--- src/rtl/mod_m_updown_counter.sv ---
// Modulo-M up/down counter with enable, clamped synchronous load, wrap/saturate mode,
// registered wrap tick and sticky overflow. Optional enable prescaler: COUNTER_PRESCALE_EN.
module mod_m_updown_counter #(
  parameter int N            = 4,
  parameter int M            = 10,
  parameter int PRESCALE_DIV = 4
) (
  input  logic         clk,
  input  logic         reset,
  input  logic         en,
  input  logic         up_down,
  input  logic         sat,
  input  logic         load,
  input  logic [N-1:0] load_val,
  output logic [N-1:0] count,
  output logic         complete_tick,
  output logic         at_max,
  output logic         at_zero,
  output logic         ovf
);

  localparam logic [N-1:0] MAX_C = N'(M - 1);

  if (M < 2 || M > (2 ** N) || PRESCALE_DIV < 2) begin : g_bad_params
    $error("mod_m_updown_counter: illegal N/M/PRESCALE_DIV combination");
  end

  logic         prescale_hit;
  logic         step;
  logic [N-1:0] count_q, count_d;
  logic         tick_q, tick_d;
  logic         ovf_q, ovf_d;

`ifdef COUNTER_PRESCALE_EN
  localparam int PW = (PRESCALE_DIV > 1) ? $clog2(PRESCALE_DIV) : 1;
  localparam logic [PW-1:0] PS_LAST = PW'(PRESCALE_DIV - 1);

  logic [PW-1:0] ps_q, ps_d;

  assign prescale_hit = (ps_q == PS_LAST);

  // Prescaler only advances on enabled cycles; a load restarts the ratio.
  always_comb begin
    ps_d = ps_q;
    if (load) begin
      ps_d = '0;
    end else if (en) begin
      ps_d = prescale_hit ? '0 : ps_q + PW'(1);
    end
  end

  always_ff @(posedge clk or posedge reset) begin
    if (reset) begin
      ps_q <= '0;
    end else begin
      ps_q <= ps_d;
    end
  end
`else
  assign prescale_hit = 1'b1;
`endif

  assign step = en & prescale_hit;

  always_comb begin
    count_d = count_q;
    tick_d  = 1'b0;
    ovf_d   = ovf_q;
    if (load) begin
      count_d = (load_val > MAX_C) ? MAX_C : load_val;
      ovf_d   = 1'b0;
    end else if (step) begin
      if (up_down) begin
        if (count_q != MAX_C) begin
          count_d = count_q + N'(1);
        end else if (sat) begin
          ovf_d = 1'b1;
        end else begin
          count_d = '0;
          tick_d  = 1'b1;
        end
      end else begin
        if (count_q != '0) begin
          count_d = count_q - N'(1);
        end else if (sat) begin
          ovf_d = 1'b1;
        end else begin
          count_d = MAX_C;
          tick_d  = 1'b1;
        end
      end
    end
  end

  always_ff @(posedge clk or posedge reset) begin
    if (reset) begin
      count_q <= '0;
      tick_q  <= 1'b0;
      ovf_q   <= 1'b0;
    end else begin
      count_q <= count_d;
      tick_q  <= tick_d;
      ovf_q   <= ovf_d;
    end
  end

  assign count         = count_q;
  assign complete_tick = tick_q;
  assign ovf           = ovf_q;
  assign at_max        = (count_q == MAX_C);
  assign at_zero       = (count_q == '0);

endmodule

--- config.mk ---
export PLATFORM = sky130hd
export DESIGN_NAME = mod_m_updown_counter
export DESIGN_NICKNAME = d
export VERILOG_FILES = /design/src/rtl/mod_m_updown_counter.sv
export SDC_FILE = /design/constraint.sdc
export NUM_CORES = 1
export LEC_CHECK = 0
export ABC_AREA = 1
export ABC_CLOCK_PERIOD_IN_PS = 2160
export CORE_AREA = 5 5 42 44
export DETAILED_ROUTE_END_ITERATION = 10
export DIE_AREA = 0 0 47 49
export PLACE_DENSITY = 0.73
export SYNTH_ARGS = -nofsm -noshare
export SYNTH_HDL_FRONTEND = slang
export SYNTH_SLANG_ARGS = --single-unit
--- constraint.sdc ---
create_clock -name clk -period 2.16 [get_ports clk]
set_input_delay 0.216 -clock clk [delete_from_list [all_inputs] [get_ports clk]]
set_output_delay 0.216 -clock clk [all_outputs]
set_load 0.02 [all_outputs]
==> results.py, run 1 <==
metrics = {
    "logic_synthesis": {
        "syn_nets": 91,
        "synthesis.area_sq_um": 548,
        "synth_cell_types": 22,
        "synth_top_area_frac": 0.274,
        "netlist_top_cells_area": "sky130_fd_sc_hd__dfrtp_1 (27%), sky130_fd_sc_hd__nand2_1 (20%), sky130_fd_sc_hd__nand3_1 (6.4%)",
        "syn-mean-instance-area_sq_um": 6.77,
        "yosysWarningCount": 0,
        "synthesis.instances": 81,
        "synth-seq-cells": 6,
        "synth_seq_area_share": 0.274,
        "synth_area_leader_cell": "sky130_fd_sc_hd__dfrtp_1",
    },
    "global_route": {
        "groute.usage.overall": 0.140,
        "number_of_global_route_vias_before_repair": 551,
        "grt_start_max_net_pins": 10,
        "antenna_violations_before_repair": 0,
        "first_pass_grt_wire_length_um": 2350,
        "grt_remaining_overflow": 0,
    },
    "setup_path": {
        "crit_path_start_kind": "register",
        "critical-path-max-stage-delay_ns": 0.61,
        "worstReg2RegStart": "count[3]$_DFFE_PP0P_",
        "reg2regPathDepth": 8,
        "crit_path_cell_trace": "nor2_1 -> nand2_2 -> inv_2 -> clkdlybuf4s50_1",
        "setup.reg_to_reg.worst_slack_ns": 0.86,
        "cp_data_required_time_ns": 1.94,
        "critical-path-slowest-cell": "sky130_fd_sc_hd__clkdlybuf4s50_1",
        "reg2reg_to": "count[3]$_DFFE_PP0P_",
        "critical_path_class": "register to output pin",
        "critical_path_arrival_ns": 1.70,
        "cp-end-kind": "output pin",
        "critical_path_peak_fanout": 6,
    },
    "timing": {
        "slew_headroom": 0.742,
        "max_clock_freq_mhz": 523,
        "timing_max_transition_violations_final": 0,
        "fin_skew_ns": 0.00117,
        "setup_viol_count_final": 0,
        "min_period_over_period": 0.885,
        "postLayoutSetupSlackWorst_ns": 0.249,
        "totalNegativeSetupSlack_ns": 0,
        "tightest_slew_ns": 0.386,
        "finalHoldViolCount": 0,
        "grt_setup_unrepaired": "false",
        "finalHoldWorstSlack_ns": 0.181,
        "final.min_clock_period_ns": 1.91,
    },
    "place": {
        "placed_cell_area_sq_um": 733,
        "buffers_on_ports": 17,
        "hpwlAfterDp_um": 1150,
        "globalplace.congestion": 0.940,
        "pre_cts_slack_ns": 0.507,
    },
    "final_layout": {
        "layout-area-overhead-vs-synth_pct": 37.9,
        "final_core_utilization": 0.539,
        "drive_above_1_share": 0.190,
        "fillerInstances": 144,
        "insertedDiodeCount": 0,
        "nNetsFinal": 112,
        "design_area_sq_um": 756,
    },
    "cts": {
        "cts_setup_buffers": 0,
        "hold_bufs_inserted_after_cts": 0,
        "cts_made_buffers": 3,
        "cts_tree": "built",
        "clock_tree.root_cell": "sky130_fd_sc_hd__clkbuf_4",
        "worstSkewPairLatency_ns": 0.24,
        "clk_path_buf_depth": 2,
        "postCtsResizedCells": 0,
        "cts.reportedPaths.clkPinSlew_ns": 0.04,
        "cts_sinks": 6,
        "cts.htree.levels": 1,
    },
    "pwr": {
        "cellPowerDensity_mw_per_mm2": 711,
        "static-leakage-power_nw": 0.391,
        "power.ir.vdd_worst_mv": 0.429,
    },
    "drt": {
        "antenna_left": 0,
        "routed_via_density": 5.00,
        "dr_total_vias": 580,
        "detail_route.drc_violations": 0,
        "drt_first_pass_iters": 4,
        "finalWirelength_um": 1340,
        "detail_route.wl_per_cell_um": 11.5,
        "drt_first_iter_violations": 10,
    },
    "floorplanning": {
        "design.die.area_sq_mm": 0.00230,
        "floorplan.core_area_sq_mm": 0.00140,
        "pin_count": 18,
        "initial_utilization": 0.391,
        "rows": 14,
        "die_x_um": 47,
        "die_y_um": 49,
    },
    "run": {
        "max-cap-violations": 0,
    },
    "run_status": {
        "outcome": "finished, final reports clean",
    },
    "min_path": {
        "hold_class": "input pin to asynchronous set/reset pin",
    },
}
cell families after synthesis:
group           count (synthesis)  share of synthesized area
simple gates                   54                      0.537
buf+inv                        13                     0.0913
compound gates                  7                     0.0822
flops                           6                      0.274
xor+xnor                        1                     0.0160
critical path: cells and delay by family, from the launching register on:
kind / cells / cell delay, ns
and+or+nand+nor: 2 / 0.33
DFF: 1 / 0.43
buffers and inverters: 2 / 0.69
synthesized netlist by cell type:
master / number
sky130_fd_sc_hd__nand4_2: 1
sky130_fd_sc_hd__nor4_2: 1
sky130_fd_sc_hd__nor2_2: 2
sky130_fd_sc_hd__nor2_4: 1
sky130_fd_sc_hd__dfrtp_1: 6
sky130_fd_sc_hd__o21a_1: 1
sky130_fd_sc_hd__nand2_2: 4
sky130_fd_sc_hd__o21ai_0: 2
sky130_fd_sc_hd__buf_2: 1
sky130_fd_sc_hd__nor2_1: 5
sky130_fd_sc_hd__xor2_1: 1
sky130_fd_sc_hd__o221ai_1: 1
sky130_fd_sc_hd__a21oi_1: 2
sky130_fd_sc_hd__inv_2: 3
sky130_fd_sc_hd__nand4_4: 1
sky130_fd_sc_hd__nand4_1: 1
sky130_fd_sc_hd__nand2_1: 29
sky130_fd_sc_hd__inv_1: 9
sky130_fd_sc_hd__nor2_8: 1
sky130_fd_sc_hd__nand3_1: 7
sky130_fd_sc_hd__o21ai_2: 1
sky130_fd_sc_hd__nand3_2: 1
routing by layer:
metal / GRT usage / wire length [um] / vias to the layer above
met5: 0 / 0 / -
met4: 0.0461 / 34 / 0
met3: 0.0775 / 106 / 4
met2: 0.215 / 658 / 21
met1: 0.161 / 539 / 257
li1: - / - / 298
sequential cells by signal (all words and copies together), names as in the netlist:
| name | cells |
|---|---|
| count | 4 |
| ovf | 1 |
| complete_tick | 1 |
cell type report:
class / instances / area (sq um) / area share
flip-flops and latches: 6 / 150 / 0.199
inverters: 12 / 45.0 / 0.0596
well taps: 16 / 20.0 / 0.0265
clock buffers: 3 / 22.5 / 0.0298
multi-input cells: 62 / 348 / 0.460
repair buffers: 17 / 170 / 0.225
report_power, final:
group | total, mW | internal [mW] | leakage, nW | switching [mW]
registers | 0.162 | 0.131 | 0.0774 | 0.0315
logic | 0.272 | 0.112 | 0.300 | 0.159
clock network | 0.103 | 0.0629 | 0.0138 | 0.0406
total | 0.538 | 0.306 | 0.391 | 0.232
placed cells by master, fill, tap and decap left out:
cell type and count:
sky130_fd_sc_hd__nand2_1 29, sky130_fd_sc_hd__clkdlybuf4s50_1 17, sky130_fd_sc_hd__inv_1 9, sky130_fd_sc_hd__nand3_1 7, sky130_fd_sc_hd__dfrtp_1 6, sky130_fd_sc_hd__nor2_1 5, sky130_fd_sc_hd__nand2_2 4, sky130_fd_sc_hd__inv_2 3
sky130_fd_sc_hd__clkbuf_4 3, sky130_fd_sc_hd__nor2_2 2, sky130_fd_sc_hd__o21ai_0 2, sky130_fd_sc_hd__a21oi_1 2, sky130_fd_sc_hd__nor2_4 1, sky130_fd_sc_hd__nand4_2 1, sky130_fd_sc_hd__nor2_8 1, sky130_fd_sc_hd__nand4_4 1
sky130_fd_sc_hd__nand4_1 1, sky130_fd_sc_hd__nand3_2 1, sky130_fd_sc_hd__o21ai_2 1, sky130_fd_sc_hd__o21a_1 1, sky130_fd_sc_hd__xor2_1 1, sky130_fd_sc_hd__nor4_2 1, sky130_fd_sc_hd__o221ai_1 1
worst max-delay path by stage:
stage | from | to | slack, ns | cells after the start
after floorplan | count[3]$_DFFE_PP0P_ | count[2]$_DFFE_PP0P_ | 0.83 | 8
after global placement | load | count[1]$_DFFE_PP0P_ | 0.53 | 8
after detailed placement | load | count[1]$_DFFE_PP0P_ | 0.51 | 8
after CTS | count[3]$_DFFE_PP0P_ | at_zero | 0.25 | 4
after global routing | count[2]$_DFFE_PP0P_ | at_zero | 0.13 | 4
final | count[3]$_DFFE_PP0P_ | at_zero | 0.25 | 4
through the flow:
step	total power, mW	std cells
3_3_place_gp	0.433	113
6_report	0.538	116
3_5_place_dp	0.436	113
5_1_grt	0.587	116
4_1_cts	0.546	116
2_1_floorplan	0.333	81
(Power assumes the default switching activity.)
==> inputs of run 2 (changes only) <==
--- a/config.mk
+++ b/config.mk
@@ -5,12 +5,12 @@
 export SDC_FILE = /design/constraint.sdc
 export NUM_CORES = 1
 export LEC_CHECK = 0
-export ABC_AREA = 1
 export ABC_CLOCK_PERIOD_IN_PS = 2160
 export CORE_AREA = 5 5 42 44
+export CTS_CLUSTER_DIAMETER = 50
 export DETAILED_ROUTE_END_ITERATION = 10
 export DIE_AREA = 0 0 47 49
-export PLACE_DENSITY = 0.73
+export PLACE_DENSITY = 0.72
 export SYNTH_ARGS = -nofsm -noshare
 export SYNTH_HDL_FRONTEND = slang
 export SYNTH_SLANG_ARGS = --single-unit
==> run 2 against run 1 <==
  * Routed wire length is 13% lower
  * Flip-flop and latch count is the same
  * Clock skew is 0.00050 ns higher
  * Total power down 21%
  * Die area is the same
  * Largest cell class unchanged
  * Clock-buffer cell count unchanged
  * Sequential power fell by 6%
  * Design area is 6.1% lower
  * Final cell count shrank 19%
  * Maximum frequency down 6.1%
==> results.py, run 2 <==
metrics = {
    "timing": {
        "slew_headroom": 0.704,
        "setup_viol_count_final": 0,
        "max_clock_freq_mhz": 491,
        "totalNegativeSetupSlack_ns": 0,
        "grt_setup_unrepaired": "false",
        "timing_max_transition_violations_final": 0,
        "finalHoldViolCount": 0,
        "postLayoutSetupSlackWorst_ns": 0.124,
        "fin_skew_ns": 0.00167,
        "tightest_slew_ns": 0.444,
        "final.min_clock_period_ns": 2.04,
        "min_period_over_period": 0.943,
    },
    "pwr": {
        "switching_power_mw": 0.150,
        "internal_power_mw": 0.273,
        "static-leakage-power_nw": 0.302,
        "cellPowerDensity_mw_per_mm2": 596,
        "sequentialPowerShare": 0.363,
        "power.ir.vdd_worst_mv": 0.332,
        "clockPowerShare": 0.240,
        "switching_share": 0.355,
        "total_power_mw": 0.423,
        "comb_power_share": 0.397,
    },
    "floorplanning": {
        "floorplan.core_area_sq_mm": 0.00140,
        "pin_count": 18,
        "initial_utilization": 0.382,
        "design.die.area_sq_mm": 0.00230,
        "rows": 14,
        "die_x_um": 47,
        "die_y_um": 49,
    },
    "setup_path": {
        "critical_path_class": "register to output pin",
        "critical_path_arrival_ns": 1.82,
        "critical_path_peak_fanout": 13,
        "cp-end-kind": "output pin",
        "cp_data_required_time_ns": 1.94,
        "crit_path_start_kind": "register",
    },
    "logic_synthesis": {
        "synth-seq-cells": 6,
        "synthesis.instances": 62,
        "synth_area_leader_cell": "sky130_fd_sc_hd__dfrtp_1",
        "synth_cell_types": 31,
        "synth_compound_area_frac": 0.243,
        "synth_top_area_frac": 0.280,
        "yosysWarningCount": 0,
        "synthesis.area_sq_um": 536,
        "synth_enable_flop_cells": 0,
        "synthArstFlopShare": 1.00,
        "ys_dominant_reg_cell": "sky130_fd_sc_hd__dfrtp_1",
        "simple_gate_fraction_of_synth_area": 0.262,
        "synth.cells.most_frequent": "sky130_fd_sc_hd__dfrtp_1 (6), sky130_fd_sc_hd__o21ai_1 (6), sky130_fd_sc_hd__nor2_1 (5)",
        "synth_mux_area_frac": 0.0561,
        "post_synth_xor_area_fraction": 0.0327,
        "netlist_top_cells_area": "sky130_fd_sc_hd__dfrtp_1 (28%), sky130_fd_sc_hd__buf_6 (8.4%), sky130_fd_sc_hd__mux2i_1 (5.6%)",
        "syn-mean-instance-area_sq_um": 8.64,
        "syn_nets": 72,
        "yosys.area_share.adder": 0,
        "synth_seq_area_share": 0.280,
        "largest_family_of_logic_cells_by_synthesized_area": "simple AND/OR/NAND/NOR gates",
    },
    "min_path": {
        "hold_class": "input pin to asynchronous set/reset pin",
    },
    "drt": {
        "drt_first_iter_violations": 22,
        "detail_route.drc_violations": 0,
        "drt_first_pass_iters": 4,
        "antenna_left": 0,
        "dr_total_vias": 500,
        "routed_via_density": 5.32,
        "detail_route.wl_per_cell_um": 12.3,
        "finalWirelength_um": 1160,
    },
    "cts": {
        "clock_tree.root_cell": "sky130_fd_sc_hd__clkbuf_4",
        "clk_path_buf_depth": 2,
        "worstSkewPairLatency_ns": 0.24,
        "cts_sinks": 6,
        "cts_made_buffers": 3,
        "cts.htree.levels": 1,
        "cts.reportedPaths.clkPinSlew_ns": 0.04,
        "cts_tree": "built",
        "hold_bufs_inserted_after_cts": 0,
    },
    "global_route": {
        "grt_remaining_overflow": 0,
        "number_of_global_route_vias_before_repair": 435,
        "antenna_violations_before_repair": 0,
        "groute.usage.overall": 0.113,
        "grt_start_max_net_pins": 14,
        "first_pass_grt_wire_length_um": 1880,
    },
    "run_status": {
        "outcome": "finished, final reports clean",
    },
    "final_layout": {
        "layout-area-overhead-vs-synth_pct": 32.5,
        "drive_above_1_share": 0.141,
        "layout.cells.most_common": "sky130_fd_sc_hd__clkdlybuf4s50_1",
        "fillerInstances": 143,
        "largest_register_ff_count": 4,
        "final_core_utilization": 0.506,
        "nNetsFinal": 90,
        "most_used_cells_in_the_layout_excluding_fill_and_tap_cells": "sky130_fd_sc_hd__clkdlybuf4s50_1 (17), sky130_fd_sc_hd__o21ai_1 (6), sky130_fd_sc_hd__dfrtp_1 (6)",
        "insertedDiodeCount": 0,
        "ff_latch_area_sq_um": 150,
        "multi_input_logic_area_sq_um": 320,
    },
    "place": {
        "globalplace.congestion": 0.901,
        "hpwlAfterDp_um": 901,
        "buffers_on_ports": 17,
        "pre_cts_slack_ns": 0.361,
    },
    "run": {
        "max-cap-violations": 0,
    },
}
==> run 2: cell count changes in the layout (fill, tap and decap cells not counted), moves of 3 or more <==
cell                      before  now
sky130_fd_sc_hd__o21ai_1       0    6
sky130_fd_sc_hd__inv_2         3    0
sky130_fd_sc_hd__nand2_2       4    1
sky130_fd_sc_hd__inv_1         9    3
sky130_fd_sc_hd__mux2i_1       0    3
sky130_fd_sc_hd__nand3_1       7    1
sky130_fd_sc_hd__nand2_1      29    3
==> run 2: area by class of cell <==
type                       instances  share of cell area
tap                               16              0.0282
multi-input combinational         47               0.451
sequential                         6               0.212
inverter                           3              0.0159
clock buffer                       3              0.0317
timing repair buffer              19               0.261
==> run 2: worst paths after layout <==
| path | startpoint | end | slack, ns | cells after the start |
|---|---|---|---|---|
| worst max-delay path | count[1]$_DFFE_PP0P_ | at_max | 0.12 | 3 |
| worst min-delay path | reset | count[3]$_DFFE_PP0P_ | 0.18 | 2 |
| worst max register to register | count[0]$_DFFE_PP0P_ | count[3]$_DFFE_PP0P_ | 0.62 | 6 |
| worst min register to register | ovf$_DFFE_PP0P_ | ovf$_DFFE_PP0P_ | 0.49 | 2 |
| max in group asynchronous | reset | count[1]$_DFFE_PP0P_ | 1.79 | 2 |
| min in group clk | ovf$_DFFE_PP0P_ | ovf$_DFFE_PP0P_ | 0.49 | 2 |
==> run 2: repair_timing <==
item	4_1_cts	5_1_grt
resized for setup	0	1
setup buffers	0	0
endpoints found under the setup margin	0	1
==> run 2: stage by stage <==
| stage | instance area (sq um) | hold WS [ns] | std cells |
|---|---|---|---|
| floorplan | 536 | 0.00696 | 62 |
| global placement | 684 | 0.443 | 91 |
| detailed placement | 684 | 0.447 | 91 |
| CTS | 707 | 0.182 | 94 |
| global route | 709 | 0.212 | 94 |
| finish | 709 | 0.183 | 94 |
==> run 2: cell families after synthesis <==
group                     Yosys count
xor gates and xnor gates            2
DFF                                 6
AOI/OAI and AO/OA                  20
muxes                               3
buffers and inverters               9
and+or+nand+nor                    22
==> run 2: power groups by stage <==
stage          Combinational, mW  Clock, mW  Sequential, mW
3_3_place_gp               0.166          0           0.154
5_1_grt                    0.181      0.117           0.157
6_report                   0.168      0.102           0.153
2_1_floorplan              0.123          0           0.149
3_5_place_dp               0.167          0           0.154
4_1_cts                    0.168      0.107           0.152
==> run 2: critical path, stage by stage (launching register included) <==
cell                              delay (ns)
sky130_fd_sc_hd__dfrtp_1                0.53
sky130_fd_sc_hd__nor2_2                 0.23
sky130_fd_sc_hd__and3_1                 0.20
sky130_fd_sc_hd__clkdlybuf4s50_1        0.61
==> run 2: metal layers <==
metal,vias to the layer above,part of all wire,global-route usage
met3,2,0.077,0.0332
met1,220,0.46,0.161
met4,0,0.0095,0.0553
met5,-,0,0
met2,24,0.46,0.149
li1,254,-,-
